`src/rtl/logic_unit_pipe.sv`:
```
// -----------------------------------------------------------------------------
// logic_unit_pipe
//   WIDTH-bit bitwise logic unit with runtime op select, optional accumulate
//   mode and result flags, built as a two-stage valid/ready pipeline.
//   A beat presented in the cycle before edge E is captured in stage 1 at E
//   and is visible on the out_* ports after edge E+1 when nothing stalls.
//
// Optional feature macro: LOGIC_UNIT_CNT_EN
//   defined   -> out_count counts output transfers, saturating at all ones
//   undefined -> no counter register, out_count tied to 0
//
// Ports
//   clk        : clock, rising edge
//   rst        : asynchronous active-high reset
//   in_valid   : input beat valid
//   in_ready   : unit can accept a beat this cycle
//   in_op      : op select (000 AND, 001 OR, 010 NOT A, 011 NAND,
//                100 NOR, 101 XOR, 110 XNOR, 111 PASS A)
//   in_a       : operand A (replaced by the accumulator when in_acc_en=1)
//   in_b       : operand B
//   in_acc_en  : use accumulator as A and write the result back to it
//   acc_clr    : synchronous accumulator clear, independent of handshake
//   out_valid  : output beat valid
//   out_ready  : consumer accepts the output beat
//   out_data   : result
//   out_zero   : result == 0
//   out_ones   : result == all ones
//   out_parity : XOR reduction of result (1 = odd number of ones)
//   acc_value  : registered accumulator contents
//   out_count  : completed output transfers (optional feature)
// -----------------------------------------------------------------------------
module logic_unit_pipe #(
  parameter int WIDTH = 8,
  parameter int CNT_W = 16
) (
  input  logic             clk,
  input  logic             rst,
  input  logic             in_valid,
  output logic             in_ready,
  input  logic [2:0]       in_op,
  input  logic [WIDTH-1:0] in_a,
  input  logic [WIDTH-1:0] in_b,
  input  logic             in_acc_en,
  input  logic             acc_clr,
  output logic             out_valid,
  input  logic             out_ready,
  output logic [WIDTH-1:0] out_data,
  output logic             out_zero,
  output logic             out_ones,
  output logic             out_parity,
  output logic [WIDTH-1:0] acc_value,
  output logic [CNT_W-1:0] out_count
);

  // Bitwise operation selected by op; purely per-bit, no carries.
  function automatic logic [WIDTH-1:0] logic_op(input logic [2:0]       op,
                                                input logic [WIDTH-1:0] a,
                                                input logic [WIDTH-1:0] b);
    logic [WIDTH-1:0] r;
    case (op)
      3'b000:  r = a & b;
      3'b001:  r = a | b;
      3'b010:  r = ~a;
      3'b011:  r = ~(a & b);
      3'b100:  r = ~(a | b);
      3'b101:  r = a ^ b;
      3'b110:  r = ~(a ^ b);
      3'b111:  r = a;
      default: r = a;
    endcase
    return r;
  endfunction

  // Even/odd parity helper: 1 when v holds an odd number of ones.
  function automatic logic parity_of(input logic [WIDTH-1:0] v);
    return ^v;
  endfunction

  logic             s1_valid_q, s1_valid_d;
  logic [WIDTH-1:0] s1_data_q,  s1_data_d;
  logic             s2_valid_q, s2_valid_d;
  logic [WIDTH-1:0] s2_data_q,  s2_data_d;
  logic             s2_zero_q,  s2_zero_d;
  logic             s2_ones_q,  s2_ones_d;
  logic             s2_par_q,   s2_par_d;
  logic [WIDTH-1:0] acc_q,      acc_d;

  logic             s2_adv;
  logic             s1_adv;
  logic             in_xfer;
  logic [WIDTH-1:0] op_a;
  logic [WIDTH-1:0] op_res;

  // A stage may load when it is empty or its content moves on this edge.
  assign s2_adv   = ~s2_valid_q | out_ready;
  assign s1_adv   = ~s1_valid_q | s2_adv;
  assign in_ready = s1_adv;
  assign in_xfer  = in_valid & s1_adv;

  // The accumulator is read before any clear lands, so a colliding beat
  // still sees the pre-clear value.
  assign op_a   = in_acc_en ? acc_q : in_a;
  assign op_res = logic_op(in_op, op_a, in_b);

  // Next-state logic for both pipeline stages and the accumulator.
  always_comb begin
    s1_valid_d = s1_valid_q;
    s1_data_d  = s1_data_q;
    s2_valid_d = s2_valid_q;
    s2_data_d  = s2_data_q;
    s2_zero_d  = s2_zero_q;
    s2_ones_d  = s2_ones_q;
    s2_par_d   = s2_par_q;
    acc_d      = acc_q;

    if (s1_adv) begin
      s1_valid_d = in_xfer;
      if (in_xfer) begin
        s1_data_d = op_res;
      end else begin
        s1_data_d = s1_data_q;
      end
    end else begin
      s1_valid_d = s1_valid_q;
    end

    if (s2_adv) begin
      s2_valid_d = s1_valid_q;
      if (s1_valid_q) begin
        s2_data_d = s1_data_q;
        s2_zero_d = (s1_data_q == {WIDTH{1'b0}});
        s2_ones_d = &s1_data_q;
        s2_par_d  = parity_of(s1_data_q);
      end else begin
        s2_data_d = s2_data_q;
      end
    end else begin
      s2_valid_d = s2_valid_q;
    end

    // Clear wins over a same-edge accumulate write.
    if (acc_clr) begin
      acc_d = {WIDTH{1'b0}};
    end else if (in_xfer && in_acc_en) begin
      acc_d = op_res;
    end else begin
      acc_d = acc_q;
    end
  end

  // Pipeline and accumulator registers.
  always_ff @(posedge clk or posedge rst) begin
    if (rst) begin
      s1_valid_q <= 1'b0;
      s1_data_q  <= {WIDTH{1'b0}};
      s2_valid_q <= 1'b0;
      s2_data_q  <= {WIDTH{1'b0}};
      s2_zero_q  <= 1'b0;
      s2_ones_q  <= 1'b0;
      s2_par_q   <= 1'b0;
      acc_q      <= {WIDTH{1'b0}};
    end else begin
      s1_valid_q <= s1_valid_d;
      s1_data_q  <= s1_data_d;
      s2_valid_q <= s2_valid_d;
      s2_data_q  <= s2_data_d;
      s2_zero_q  <= s2_zero_d;
      s2_ones_q  <= s2_ones_d;
      s2_par_q   <= s2_par_d;
      acc_q      <= acc_d;
    end
  end

  assign out_valid  = s2_valid_q;
  assign out_data   = s2_data_q;
  assign out_zero   = s2_zero_q;
  assign out_ones   = s2_ones_q;
  assign out_parity = s2_par_q;
  assign acc_value  = acc_q;

`ifdef LOGIC_UNIT_CNT_EN
  logic             out_xfer;
  logic [CNT_W-1:0] cnt_q, cnt_d;

  assign out_xfer = s2_valid_q & out_ready;

  // Saturating count of output transfers.
  always_comb begin
    cnt_d = cnt_q;
    if (out_xfer && (cnt_q != {CNT_W{1'b1}})) begin
      cnt_d = cnt_q + CNT_W'(1'b1);
    end else begin
      cnt_d = cnt_q;
    end
  end

  // Output transfer counter register.
  always_ff @(posedge clk or posedge rst) begin
    if (rst) begin
      cnt_q <= {CNT_W{1'b0}};
    end else begin
      cnt_q <= cnt_d;
    end
  end

  assign out_count = cnt_q;
`else
  assign out_count = {CNT_W{1'b0}};
`endif

endmodule

```
`config.mk`:
```
export PLATFORM = sky130hd
export DESIGN_NAME = logic_unit_pipe
export DESIGN_NICKNAME = d
export VERILOG_FILES = /design/src/rtl/logic_unit_pipe.sv
export SDC_FILE = /design/constraint.sdc
export NUM_CORES = 1
export LEC_CHECK = 0
export BUFFER_PORTS_ARGS = -buffer_cell sky130_fd_sc_hd__buf_2
export CORE_MARGIN = 2
export CORE_UTILIZATION = 48
export CTS_CLUSTER_DIAMETER = 30
export DETAILED_ROUTE_END_ITERATION = 8
export PLACE_DENSITY = 0.85
export SYNTH_ARGS = -nofsm -noshare
export SYNTH_HDL_FRONTEND = slang
export SYNTH_SLANG_ARGS = --single-unit
```
`constraint.sdc`:
```
create_clock -name clk -period 1.5 [get_ports clk]
set_input_delay 0.225 -clock clk [delete_from_list [all_inputs] [get_ports clk]]
set_output_delay 0.225 -clock clk [all_outputs]
set_load 0.03 [all_outputs]
```
Word level (Yosys, flattened, before mapping)
Index checks and enable logic that the tools add are counted.

storage, ports and cells
  register bits = 29
  bits of input ports = 25
  output and inout port bits = 37
  word-level logic and storage cells = 39

cells by class
  equal/unequal tests = 7
  muxes and demuxes = 4
  bitwise operators = 12
  reduce and logical (&&, ||, !) cells = 8

operators by type and width
  operator            count
  $pmux 8 s8          1
  $not 8->8           4
  $mux 8              3
  $eq 3x3->1 const B  4
  $and 8x8->8         1
  $logic_not 8->1     1
  $or 8x8->8          1
  $reduce_and 8->1    1
  $reduce_xor 8->1    1
  $xor 8x8->8         1
  $eq 3x2->1 const B  2
  $reduce_and 2->1    2
  $eq 3x1->1 const B  1
  $logic_not 3->1     1
  $not 1->1           2
  $or 1x1->1          2
  $reduce_bool 2->1   1
  $and 1x1->1         1
  $logic_and 1x1->1   1

Logic depth before layout (Yosys ltp)
  depth after elaboration = 7
  depth in mapped cells = 8

Worst setup path after synthesis
OpenSTA, ideal clock, no wires.

  path type = flip-flop to flip-flop
  start = register acc_q[0] (netlist: acc_value[0])
  end = register s1_data_q[0]
  library setup time = 134 ps
  arrival = 1626 ps
  data required time = 1366 ps
  slack = -261 ps
  stages on the path, launching flop included = 8
  path through = dfrtp_1 > mux2_4 > inv_1 > ha_1 > nand2_1 > o221ai_1 > a211oi_1 > o31ai_1

between the ends
  word-level cells in the longest chain between the ends = 4

ends and longest elaborated chain
  item                                 line        RTL
  start: declaration                   86          logic [WIDTH-1:0] acc_q, acc_d;
  start signal: assignment             161         acc_q <= {WIDTH{1'b0}};
  $mux 8 *                             102         assign op_a = in_acc_en ? acc_q : in_a;
  $xor 8x8->8 (tied with other cells)  66, 67
  $not 8->8, on equally long branches  67, 64, 65
  $pmux 8 s8 *                         60          case (op)
  end signal: assignment               155         s1_data_q <= {WIDTH{1'b0}};
  end signal: assignment               164         s1_data_q <= s1_data_d;
  end: declaration                     80          logic [WIDTH-1:0] s1_data_q, s1_data_d;

Every way passes the cells marked *; elsewhere a longest branch is shown, timed or not.
A chain may end at the register's enable or synchronous reset.

Worst setup path after layout
  start = register acc_q[2] (netlist: acc_value[2])
  end = register acc_q[2] (netlist: acc_value[2])

between the ends
  word-level cells in the longest chain between the ends = 6

ends and longest elaborated chain
  item                                 line        RTL
  $mux 8 *                             102
  $xor 8x8->8 (tied with other cells)  66, 67
  $not 8->8, on equally long branches  67, 64, 65
  $pmux 8 s8 *                         60
  $mux 8 *                             144         end else if (in_xfer && in_acc_en) begin
  $mux 8 *                             142         if (acc_clr) begin

Every way passes the cells marked *; elsewhere a longest branch is shown, timed or not. The select of a mux whose other input is x is not followed.

==> qor.yml <==
syn_avg_cell_area_um2: 8.811
p_per_area_nw_per_um2: 895.5
cts_root_buf: "clkbuf_8"
fmax_ghz: 0.5641
synth_async_sr_flop_share_pct: 100.0
ioPinCount: 62
grt_pass1_vias: 2070
cts_tree: "done"
grt_usage_pct: 22.78
synth.area.mux_share_pct: 7.800
post_drt_wl_per_cell_um: 15.05
drc: 0
yosys.area_share.simple_pct: 16.08
worstPathMaxFanout: 2
fp-row-count: 25
syn2layout_area_growth_pct: 36.90
p_leak_nw: 1.572
insertion_delay_ns: 0.28
die_h_um: 73.61
synthAdderAreaFrac_pct: 12.91
crit_slowest_cell: "dfrtp_2"
die_w_um: 73.61
synth_area_leaders: "dfrtp_1 31%, ha_1 13%, buf_4 5.2%, mux2i_1 4.7%, inv_1 4.4%"
synth_top_family_by_area: "compound AO/OA/AOI/OAI gates"
rsz0062_at_grt: "yes"
min_path_type: "in -> async"
core-area_um2: 4692
synth_top_area_share_pct: 31.20
overflow: 0
drtAntennaViolNets: 0
r2r_start: "acc_value[2]"
endpoint_kind: "flop"
firstDrtPassIters: 4
critical_path_class: "reg -> reg"
skew_ns: 0.006309
yosysUniqueCellTypes: 44
r2r_slack_ns: -0.27
yosysSeqAreaShare_pct: 31.20
synth-xor-area-share_pct: 1.130
cts.sinks: 29
max_cap_viol_count: 0
finalMaxSlewViolations: 0
total_power_mw: 2.852
whs_ns: 0.007209
numPortBuffers: 45
drt-vias-per-instance: 5.511
clockBufferDepth: 2
cts.hold.buffers_added: 0
syn-cell-area_um2: 2326
vias: 2188
cts_buffers: 5
cp_slowest_stage_delay_ns: 0.42
worstPathCellList: "mux2i_4, ha_4, mux2i_1, nor2_1, o32ai_2, o31ai_2"
synth_edf_count: 0
fin_crit_ns: 1.773
synth_warnings: 0
grt_pass1_wl_mm: 9.625
violations: "setup timing"
synth_cells: 264
cts.clk_slew.worst_paths_ns: 0.06
nets: 391
outcome: "finished with violations"
timing.final.crit_share_pct: 118.2
place.gp.congestion: 0.8427
fin_tns_setup_ns: -2.267
drt-initial-drc-count: 82
hold_viol: 0
initial_core_util_pct: 49.57
worstMarginPinSlew_ns: 0.5512
critPathArrivalTime_ns: 1.92
synth-seq-cells: 29
dp_slack_ns: -0.4570
drt-total-wl_mm: 5.974
layout-drive-gt1-share_pct: 44.31
synth_ff_type: "dfrtp_1"
antenna_cells: 0
yosysTopAreaCell: "dfrtp_1"
hpwl_mm: 4.364
crit_required_ns: 1.65
antenna_found_initial: 0
die_area_um2: 5418
htreeDepth: 2
worst_setup_path_start_kind: "flop"
ir_worst_vdd_mv: 0.4011
timing.final.ws_setup_ns: -0.2728
synth_compound_area_share_pct: 18.02
cp-startpoint: "acc_value[2]"
relSlewSlack_pct: 63.17
grt_max_degree: 30
finalSetupViolCount: 16
==> cell usage in the layout, fill, tap and decap left out, types with 2 or more instances in the layout <==
cell	n
o221ai_2	6
buf_4	38
mux2i_4	2
nor2_1	16
conb_1	16
o221ai_1	4
nand3_1	2
clkbuf_1	2
dfrtp_1	20
o31ai_1	5
o41ai_2	2
o211ai_1	2
nand3b_1	7
inv_1	21
ha_1	14
ha_2	2
inv_2	6
mux2i_1	8
a32oi_1	2
mux2_4	5
and2_1	5
o21ai_0	12
dfrtp_2	9
clkbuf_8	6
o41ai_1	2
buf_2	45
a31oi_1	2
nand2_1	23
buf_12	2
o21ai_1	4
xnor2_1	3
a211oi_2	5
nand4_1	2
nand2_2	4
ha_4	8
nand2b_1	7
==> report_power, final <==
part | leakage, nW | total (mW) | switching (mW) | internal, mW
logic | 1.17 | 1.22 | 0.727 | 0.498
clock network | 0.0455 | 0.646 | 0.273 | 0.373
registers | 0.352 | 0.981 | 0.0719 | 0.910
==> layout make-up <==
cell class / instances / area, µm²
multi-input combinational: 192 / 1623
fill: 365 / 1508
sequential: 29 / 737.0
timing repair buffer: 86 / 561.8
inverter: 28 / 105.1
clock buffer: 8 / 90.09
tap: 54 / 67.56
==> worst paths after layout <==
path,to,cells after the start
worst max-delay path,acc_value[2],6
max in group asynchronous,acc_value[2],3
min in group clk,s1_valid_q,2
worst min-delay path,out_data[4],3
worst min register to register,out_zero,2
worst max register to register,acc_value[2],6
==> worst max-delay path: cells and delay by family, from the launching register on <==
kind,cells,cell delay [ns]
AO/OA/AOI/OAI,2,0.49
flip-flops,1,0.42
multiplexers,2,0.40
adder cells (fa/ha/maj),1,0.25
AND/OR/NAND/NOR,1,0.08
==> what timing repair did <==
action                                  in CTS  in global routing
endpoints found under the setup margin      16                 16
resized for setup                           27                  7
setup buffers                                6                  1
pin swaps                                   18                  5
endpoints found under the hold margin        0                  0
==> kinds of logic (layout without fill, tap and decap cells) <==
family                   Yosys count  count (layout)
AO/OA/AOI/OAI                     57              57
buffers and inverters             58             122
adder cells (fa/ha/maj)           24              24
XOR/XNOR                           3               3
multiplexers                      16              16
AND/OR/NAND/NOR                   76              76
other                              1              16
flip-flops                        29              29
==> stage by stage <==
stage          std cells  instance area, µm²  util [%]
2_1_floorplan        279                2507         -
3_3_place_gp         383                2893     61.65
3_5_place_dp         383                2893     61.65
4_1_cts              396                3132     66.75
5_1_grt              397                3184     67.87
6_report             397                3184     67.87
==> layer usage <==
layer	global-route usage (%)	up-vias	share of wire, %
met3	3.292	13	5.0
met4	8.889	0	1.6
met5	0	-	0
met2	39.68	91	51
li1	-	1044	-
met1	28.17	1040	42
==> registers in the layout, summed over array words and instances, names as in the netlist <==
signal / count
out_zero: 1
out_ones: 1
acc_value: 8
out_data: 8
s1_valid_q: 1
out_valid: 1
out_parity: 1
s1_data_q: 8
==> synthesized netlist by cell type (2+ instances only) <==
cell type	n
a211oi_1	6
o31ai_1	6
o221ai_1	9
inv_1	27
nand3_1	2
buf_4	16
dfrtp_1	29
mux2_4	4
o21ai_0	17
nand2_1	27
o211ai_1	2
a32oi_1	2
nor2b_1	2
buf_2	8
clkbuf_1	4
ha_1	24
nor3_1	2
xnor2_1	3
and2_1	5
nand3b_1	7
nand2b_1	8
nand4_1	2
nor3b_1	2
mux2i_1	11
o41ai_1	4
a31oi_1	2
nor2_1	16
(Power assumes the default switching activity.)
